--- src/rtl/decode_stage.sv ---
// Registered RV32I OP / OP-IMM decoder with valid/ready handshakes and a saturating illegal counter.
// Optional macro DECODE_SKID_EN adds a skid entry so in_ready is a register output.
`ifndef ALU_NOP
`define ADD     5'd0
`define SUB     5'd1
`define SLL     5'd2
`define SLT     5'd3
`define SLTU    5'd4
`define XOR     5'd5
`define SRL     5'd6
`define SRA     5'd7
`define OR      5'd8
`define AND     5'd9
`define ALU_NOP 5'd31
`endif

module decode_stage #(
  parameter int XLEN      = 32,
  parameter int ILL_CNT_W = 16
) (
  input  logic                 clk,
  input  logic                 rst,
  input  logic                 in_valid,
  output logic                 in_ready,
  input  logic [31:0]          instruction_code,
  output logic                 out_valid,
  input  logic                 out_ready,
  output logic [4:0]           rs1,
  output logic [4:0]           rs2,
  output logic [4:0]           rd,
  output logic [4:0]           alu_control,
  output logic [XLEN-1:0]      imm,
  output logic                 use_imm,
  output logic                 reg_write,
  output logic                 illegal,
  output logic [ILL_CNT_W-1:0] illegal_count
);

  typedef struct packed {
    logic [4:0]      rs1;
    logic [4:0]      rs2;
    logic [4:0]      rd;
    logic [4:0]      alu;
    logic [XLEN-1:0] imm;
    logic            use_imm;
    logic            reg_write;
    logic            illegal;
  } dec_t;

  dec_t                 w_dec;
  dec_t                 r_out;
  logic                 r_valid;
  logic [ILL_CNT_W-1:0] r_cnt;
  logic                 w_in_fire;
  logic                 w_out_fire;

  logic [6:0] w_opcode;
  logic [2:0] w_f3;
  logic [6:0] w_f7;
  logic [4:0] w_alu;
  logic       w_ok;
  logic       w_is_imm;

  assign w_opcode = instruction_code[6:0];
  assign w_f3     = instruction_code[14:12];
  assign w_f7     = instruction_code[31:25];

  always_comb begin
    w_alu    = `ALU_NOP;
    w_ok     = 1'b0;
    w_is_imm = 1'b0;
    if (w_opcode == 7'b0110011) begin
      w_ok = 1'b1;
      case ({w_f7, w_f3})
        {7'h00, 3'd0}: w_alu = `ADD;
        {7'h20, 3'd0}: w_alu = `SUB;
        {7'h00, 3'd1}: w_alu = `SLL;
        {7'h00, 3'd2}: w_alu = `SLT;
        {7'h00, 3'd3}: w_alu = `SLTU;
        {7'h00, 3'd4}: w_alu = `XOR;
        {7'h00, 3'd5}: w_alu = `SRL;
        {7'h20, 3'd5}: w_alu = `SRA;
        {7'h00, 3'd6}: w_alu = `OR;
        {7'h00, 3'd7}: w_alu = `AND;
        default:       w_ok  = 1'b0;
      endcase
    end else if (w_opcode == 7'b0010011) begin
      w_ok     = 1'b1;
      w_is_imm = 1'b1;
      case (w_f3)
        3'd0: w_alu = `ADD;
        3'd2: w_alu = `SLT;
        3'd3: w_alu = `SLTU;
        3'd4: w_alu = `XOR;
        3'd6: w_alu = `OR;
        3'd7: w_alu = `AND;
        3'd1: if (w_f7 == 7'h00) w_alu = `SLL; else w_ok = 1'b0;
        default: begin
          if (w_f7 == 7'h00)      w_alu = `SRL;
          else if (w_f7 == 7'h20) w_alu = `SRA;
          else                    w_ok  = 1'b0;
        end
      endcase
    end
  end

  always_comb begin
    w_dec.rs1       = instruction_code[19:15];
    w_dec.rs2       = instruction_code[24:20];
    w_dec.rd        = instruction_code[11:7];
    w_dec.alu       = `ALU_NOP;
    w_dec.imm       = '0;
    w_dec.use_imm   = 1'b0;
    w_dec.reg_write = 1'b0;
    w_dec.illegal   = !w_ok;
    if (w_ok) begin
      w_dec.alu       = w_alu;
      w_dec.reg_write = (instruction_code[11:7] != 5'd0);
      if (w_is_imm) begin
        w_dec.rs2     = 5'd0;
        w_dec.use_imm = 1'b1;
        // Shift immediates carry only shamt; everything else is a signed 12-bit value.
        if (w_f3 == 3'd1 || w_f3 == 3'd5)
          w_dec.imm = XLEN'(instruction_code[24:20]);
        else
          w_dec.imm = XLEN'(signed'(instruction_code[31:20]));
      end
    end
  end

  assign w_in_fire  = in_valid && in_ready;
  assign w_out_fire = r_valid && out_ready;

`ifdef DECODE_SKID_EN
  dec_t r_skid;
  logic r_skid_valid;
  logic r_in_ready;

  assign in_ready = r_in_ready;

  always_ff @(posedge clk) begin
    if (rst) begin
      r_out        <= '0;
      r_out.alu    <= `ALU_NOP;
      r_valid      <= 1'b0;
      r_skid       <= '0;
      r_skid_valid <= 1'b0;
      r_in_ready   <= 1'b1;
    end else if (r_skid_valid) begin
      if (w_out_fire) begin
        r_out        <= r_skid;
        r_skid_valid <= 1'b0;
        r_in_ready   <= 1'b1;
      end
    end else if (w_in_fire) begin
      if (!r_valid || out_ready) begin
        r_out   <= w_dec;
        r_valid <= 1'b1;
      end else begin
        r_skid       <= w_dec;
        r_skid_valid <= 1'b1;
        r_in_ready   <= 1'b0;
      end
    end else if (w_out_fire) begin
      r_valid <= 1'b0;
    end
  end
`else
  assign in_ready = !r_valid || out_ready;

  always_ff @(posedge clk) begin
    if (rst) begin
      r_out     <= '0;
      r_out.alu <= `ALU_NOP;
      r_valid   <= 1'b0;
    end else if (w_in_fire) begin
      r_out   <= w_dec;
      r_valid <= 1'b1;
    end else if (w_out_fire) begin
      r_valid <= 1'b0;
    end
  end
`endif

  always_ff @(posedge clk) begin
    if (rst)
      r_cnt <= '0;
    else if (w_in_fire && w_dec.illegal && (r_cnt != {ILL_CNT_W{1'b1}}))
      r_cnt <= r_cnt + ILL_CNT_W'(1);
  end

  assign out_valid     = r_valid;
  assign rs1           = r_out.rs1;
  assign rs2           = r_out.rs2;
  assign rd            = r_out.rd;
  assign alu_control   = r_out.alu;
  assign imm           = r_out.imm;
  assign use_imm       = r_out.use_imm;
  assign reg_write     = r_out.reg_write;
  assign illegal       = r_out.illegal;
  assign illegal_count = r_cnt;

endmodule

--- config.mk ---
export PLATFORM = sky130hd
export DESIGN_NAME = decode_stage
export DESIGN_NICKNAME = d
export VERILOG_FILES = /design/src/rtl/decode_stage.sv
export SDC_FILE = /design/constraint.sdc
export NUM_CORES = 1
export LEC_CHECK = 0
export CORE_MARGIN = 2
export CORE_UTILIZATION = 44
export CTS_BUF_LIST = sky130_fd_sc_hd__clkbuf_8
export CTS_CLUSTER_SIZE = 28
export DETAILED_ROUTE_END_ITERATION = 10
export PLACE_DENSITY = 0.82
export SETUP_SLACK_MARGIN = 0.15
export SYNTH_ARGS = -nofsm -noshare
export SYNTH_HDL_FRONTEND = slang
export SYNTH_SLANG_ARGS = --single-unit
--- constraint.sdc ---
create_clock -name clk -period 2.35 [get_ports clk]
set_input_delay 0.47 -clock clk [delete_from_list [all_inputs] [get_ports clk]]
set_output_delay 0.47 -clock clk [all_outputs]
set_load 0.02 [all_outputs]
==> impl_metrics.py, run 1 <==
metrics = {
    "outcome": {
        "outcome": "completed",
    },
    "power_and_ir_drop": {
        "power_frac_clock_pct": 29.9,
        "p_switching_uw": 479,
        "share_comb_of_total_power_pct": 17.2,
        "swShare_pct": 27.4,
        "leakagePower_uw": 0.00139,
        "power_density_mw_per_mm2": 457,
        "vdd_drop_max_uv": 306,
        "p_int_uw": 1270,
        "pwr-share-seq_pct": 52.9,
    },
    "clocking": {
        "cts_setup_buffers": 0,
        "clkSlewWorstSetupHoldPaths_ps": 100,
        "ctsLongestPathBuffers": 2,
        "numCtsBuffers": 5,
        "cts_tree": "done",
        "cts.sinks": 52,
        "htree_levels": 2,
        "cts.hold.buffers_added": 0,
        "root_buffer": "clkbuf_8",
        "clkLatencyLatePin_ps": 300,
    },
    "sta": {
        "finalMaxSlewViolations": 0,
        "worstMarginPinSlew_ps": 636,
        "holdWs_ps": 458,
        "skew_ps": 12.9,
        "max_slew_margin_pct": 57.6,
        "min_period_ps": 2050,
        "fin_setup_tns_ps": 0,
        "setup_viol": 0,
        "fmaxAchievable_mhz": 487,
        "hold_viol_final": 0,
        "period_share_pct": 87.4,
        "grt_setup_unrepaired": "no",
    },
    "routing": {
        "via_count": 2612,
        "wirelength_um": 7040,
        "avgRoutedWirePerCell_um": 14.4,
        "drc_errors": 0,
        "drtIter0Drc": 128,
        "viasPerCell": 5.35,
        "ant_nets": 0,
        "dr.pass1.iters": 4,
    },
    "logic_synthesis": {
        "synth_area_leaders": "dfxtp_1 39%, a21oi_1 6.8%, nand2_1 6.8%",
        "yosysSeqAreaShare_pct": 39.3,
        "syn_area_sq_mm": 0.00265,
        "syn_nets": 351,
        "avgSynthCellArea_sq_um": 8.43,
        "synth_top_area_share_pct": 39.3,
        "yosys.cell_types.count": 59,
        "yosys_warnings": 0,
        "yosys_most_used_dff": "dfxtp_1",
        "synth_edf_count": 0,
        "synth_cells": 314,
        "synth_most_common_cell": "dfxtp_1",
        "synth-async-reset-ratio_pct": 0,
        "synth_top_area_cell": "dfxtp_1",
        "synth-seq-cells": 52,
        "synth_top_cells_by_count": "52 x dfxtp_1, 48 x nand2_1, 36 x a21oi_1",
    },
    "floorplan": {
        "dieArea_sq_mm": 0.00665,
        "fp-row-count": 28,
        "coreArea_sq_mm": 0.00585,
        "num_io_pins": 109,
        "die_y_um": 81.6,
        "start_util_pct": 45.2,
        "die_w_um": 81.6,
    },
    "global_routing": {
        "grtUsageTotal_pct": 21.6,
        "grt_pass1_vias": 2381,
        "grt_overflow": 0,
        "grt_start_max_net_pins": 35,
        "grt_antenna_before_repair": 0,
        "grt_pass1_wl_um": 11200,
    },
    "hold_path": {
        "min_path_type": "reg -> reg",
    },
    "critical_path": {
        "worstSetupStartpointType": "input pin",
        "cpLargestDelayFamily": "simple AND/OR/NAND/NOR gates",
        "crit_required_ps": 2530,
        "crit_fanout": 5,
        "crit_chain": "clkdlybuf4s50_1, nor2b_1, nand3b_1, a21o_2, and2_4, o221ai_1, o21ai_1",
        "path_class": "in -> reg",
        "reg2reg_slack_ps": 400,
        "worst_ep_arrival_time_ps": 2240,
        "critical-path-max-stage-delay_ps": 450,
        "cpMaxStageDelayCell": "clkdlybuf4s50_1",
        "endpoint_kind": "flip-flop",
        "path_buf_inv": 1,
    },
    "finish": {
        "multi_input_area_sq_mm": 0.00134,
        "layout-drive-gt1-share_pct": 13.1,
        "num_antenna_cells": 0,
        "syn_to_final_growth_pct": 44.6,
        "seq_area_sq_mm": 0.00104,
        "fin_nets": 449,
        "final.fill_count": 503,
    },
    "placed_design": {
        "portBuffers": 108,
        "dp_hpwl_um": 5180,
        "gp_congestion": 0.912,
    },
    "flow_run": {
        "drv_cap": 0,
    },
}
## state kept, by name, summed over array words and instances (netlist names)
register,count
use_imm,1
illegal_count,16
rd,5
rs2,5
imm,12
rs1,5
alu_control,5
illegal,1
out_valid,1
reg_write,1
## per-layer routing
metal  part of all wire [%]  vias to the layer above  GRT usage, %
met5                      0                        -             0
met3                    7.1                        9          4.51
met2                     48                      113          37.7
li1                       -                     1287             -
met4                    1.1                        0          5.93
met1                     43                     1203          26.8
## worst reg2reg max path: cells and delay by family, from the launching register on
kind / cells / cell delay, ps
adder cells (fa/ha/maj): 1 / 320
AO/OA/AOI/OAI: 1 / 140
flip-flops: 1 / 390
AND/OR/NAND/NOR: 5 / 1040
## path summary, 6_finish.rpt
check,from,to,cells past startpoint
max,instruction_code[4],alu_control[3],7
min,rs2[1],rs2[1],2
max reg2reg,illegal_count[0],illegal_count[10],7
min reg2reg,rs2[1],rs2[1],2
## area by class of cell
cell class                      count  area share, %
Timing Repair Buffer              130           32.7
Tap cell                           75           2.45
Sequential cell                    52           27.2
Clock buffer                        5           1.80
Inverter                            2          0.196
Clock inverter                      3          0.556
Multi-Input combinational cell    221           35.0
## timing repair
item	CTS	global route
endpoints found under the setup margin	22	0
gates resized for setup	2	0
endpoints found under the hold margin	0	0
## placed cells by master (no fill, tap or decap), drive strengths merged, types with 5 or more instances in the layout
cell,count
nor2,23
nand3,24
a21oi,36
nor2b,5
a22oi,7
xor2,5
buf,23
nor3,6
or4,5
nand2,48
clkbuf,5
nand2b,5
nand4,7
o21ai,10
dfxtp,52
clkdlybuf4s50,106
nor4,6
## per-stage QoR
step                      utilization (%)  setup slack [ps]  power [uW]  instances  instance area (sq um)
after detailed placement             63.9             0.889        1240        480                   3740
after floorplan                         -               399        1090        314                   2650
after CTS                            65.4               318        1760        488                   3830
final                                65.4               295        1750        488                   3830
after global placement               63.9              23.8        1240        480                   3740
after global routing                 65.4               192        1830        488                   3830
## kinds of logic (layout without fill, tap and decap cells)
group / count (synthesis) / count (layout) / synth area share, %
multiplexers: 4 / 4 / 1.75
AO/OA/AOI/OAI: 70 / 70 / 16.2
AND/OR/NAND/NOR: 140 / 140 / 30.0
flip-flops: 52 / 52 / 39.3
XOR/XNOR: 6 / 6 / 2.27
adder cells (fa/ha/maj): 1 / 1 / 0.473
buffers and inverters: 41 / 140 / 9.98
## power by group through the flow
stage	Sequential, uW	Combinational (uW)	Clock, uW
floorplan	974	114	0
global placement	943	296	0
detailed placement	945	300	0
CTS	924	301	535
global route	928	326	580
finish	924	301	523
No activity file was read; power rests on OpenSTA's default activity.
==> run 2, diff against run 1 <==
HOLD_SLACK_MARGIN = 0.03   (was unset)
PLACE_DENSITY = unset   (was 0.82)
PLACE_DENSITY_LB_ADDON = 0.1   (was unset)
==> impl_metrics.py, run 2 (synthesis results as in run 1) <==
metrics = {
    "outcome": {
        "outcome": "completed",
    },
    "clocking": {
        "htree_levels": 2,
        "cts.sinks": 52,
        "clkLatencyLatePin_ps": 310,
        "ctsLongestPathBuffers": 2,
        "root_buffer": "clkbuf_8",
        "cts.hold.buffers_added": 0,
        "clkSlewWorstSetupHoldPaths_ps": 100,
        "cts_tree": "done",
        "numCtsBuffers": 5,
        "cts_setup_buffers": 0,
    },
    "critical_path": {
        "crit_required_ps": 2530,
        "worstRegToRegCells": 7,
        "crit_fanout": 6,
        "worstSetupStartpointType": "input pin",
        "reg2reg_slack_ps": 410,
        "endpoint_kind": "flip-flop",
        "worstReg2RegEnd": "illegal_count[13]",
        "crit_chain": "clkdlybuf4s50_1, nor4_4, nand3_2, a21o_2, buf_4, nand3_1, mux2i_1, nor2_1",
        "worst_ep_arrival_time_ps": 2230,
        "cpMaxStageDelayCell": "clkdlybuf4s50_1",
        "path_class": "in -> reg",
        "r2r_start": "illegal_count[0]",
        "critical-path-max-stage-delay_ps": 470,
    },
    "routing": {
        "viasPerCell": 5.20,
        "via_count": 2547,
        "wirelength_um": 6460,
        "drc_errors": 0,
        "avgRoutedWirePerCell_um": 13.2,
        "ant_nets": 0,
        "drtIter0Drc": 89,
        "dr.pass1.iters": 4,
    },
    "placed_design": {
        "dp_slack_ps": -63.2,
        "portBuffers": 108,
        "dp_cells": 482,
        "place_area_sq_mm": 0.00374,
        "dp_hpwl_um": 4760,
        "gp_congestion": 0.835,
    },
    "power_and_ir_drop": {
        "leakagePower_uw": 0.00140,
        "vdd_drop_max_uv": 376,
        "power_uw": 1760,
        "power_density_mw_per_mm2": 458,
    },
    "floorplan": {
        "start_util_pct": 45.2,
        "fp-row-count": 28,
        "coreArea_sq_mm": 0.00585,
        "die_w_um": 81.6,
        "die_y_um": 81.6,
        "num_io_pins": 109,
        "dieArea_sq_mm": 0.00665,
    },
    "finish": {
        "final_cell_mix": "106 x clkdlybuf4s50_1, 51 x dfxtp_1, 48 x nand2_1",
        "largest_reg_flops": 16,
        "num_antenna_cells": 0,
        "syn_to_final_growth_pct": 45.1,
        "fin_nets": 451,
        "stdcell_area_sq_mm": 0.00384,
        "stdcell_count": 490,
        "final_common_cell": "clkdlybuf4s50_1",
        "layout-drive-gt1-share_pct": 13.7,
    },
    "global_routing": {
        "grt_pass1_vias": 2277,
        "grt_pass1_wl_um": 10400,
        "grtUsageTotal_pct": 19.7,
        "grt_start_max_net_pins": 44,
        "grt_overflow": 0,
        "grt_antenna_before_repair": 0,
    },
    "hold_path": {
        "hold_depth": 2,
        "hp-start": "imm[2]",
        "min_to": "imm[2]",
        "min_path_type": "reg -> reg",
    },
    "sta": {
        "finalMaxSlewViolations": 0,
        "max_slew_margin_pct": 48.0,
        "fmaxAchievable_mhz": 487,
        "hold_viol_final": 0,
        "worstMarginPinSlew_ps": 779,
        "grt_setup_unrepaired": "no",
        "fin_setup_tns_ps": 0,
        "period_share_pct": 87.4,
        "setup_viol": 0,
        "min_period_ps": 2050,
        "skew_ps": 8.19,
        "fin_ws_ps": 296,
    },
    "flow_run": {
        "drv_cap": 0,
    },
}
==> run 2: worst max-delay path by stage <==
stage | to | start | slack (ps) | cells after the start
finish | illegal_count[11] | instruction_code[29] | 300 | 8
global route | illegal_count[11] | instruction_code[29] | 150 | 8
CTS | illegal_count[11] | instruction_code[25] | 270 | 8
detailed placement | illegal_count[11] | instruction_code[25] | -60 | 8
global placement | illegal_count[9] | instruction_code[25] | 10 | 7
floorplan | illegal_count[9] | out_ready | 400 | 7
==> run 2: through the flow <==
step / util [%] / hold WS [ps]
6_report: 65.6 / 454
4_1_cts: 65.5 / 458
5_1_grt: 65.6 / 480
2_1_floorplan: - / 529
3_5_place_dp: 63.9 / 445
3_3_place_gp: 63.9 / 438
==> run 2: timing repair <==
| item | in CTS | in global routing |
|---|---|---|
| pin swaps | 0 | 1 |
| resized for setup | 2 | 1 |
| endpoints found under the setup margin | 22 | 1 |
==> run 2: per-layer routing <==
| layer | vias to the layer above | GRT usage (%) | share of wire [%] |
|---|---|---|---|
| met5 | - | 0 | 0 |
| met4 | 0 | 4.75 | 0.94 |
| met3 | 7 | 4.29 | 7.5 |
| met2 | 94 | 32.6 | 45 |
| met1 | 1154 | 26.0 | 46 |
| li1 | 1292 | - | - |
==> run 2: area by class of cell <==
type | instances | area, sq um
multi-input cells | 221 | 1350
repair buffers | 132 | 1250
clock inverters | 3 | 25.0
fillers | 494 | 2010
well taps | 75 | 93.8
inverters | 2 | 7.51
clock buffers | 5 | 68.8
flip-flops and latches | 52 | 1040
==> run 2: report_power, final <==
| part | switching [uW] | internal, uW | leakage, uW |
|---|---|---|---|
| clock network | 320 | 218 | 0.0000452 |
| registers | 16.2 | 907 | 0.000424 |
| logic | 148 | 148 | 0.000931 |
==> run 2: worst max-delay path, delay by kind of cell <==
family / cells / cell delay [ps]
AOI/OAI and AO/OA: 1 / 290
buffers and inverters: 2 / 630
muxes: 1 / 200
and+or+nand+nor: 4 / 640
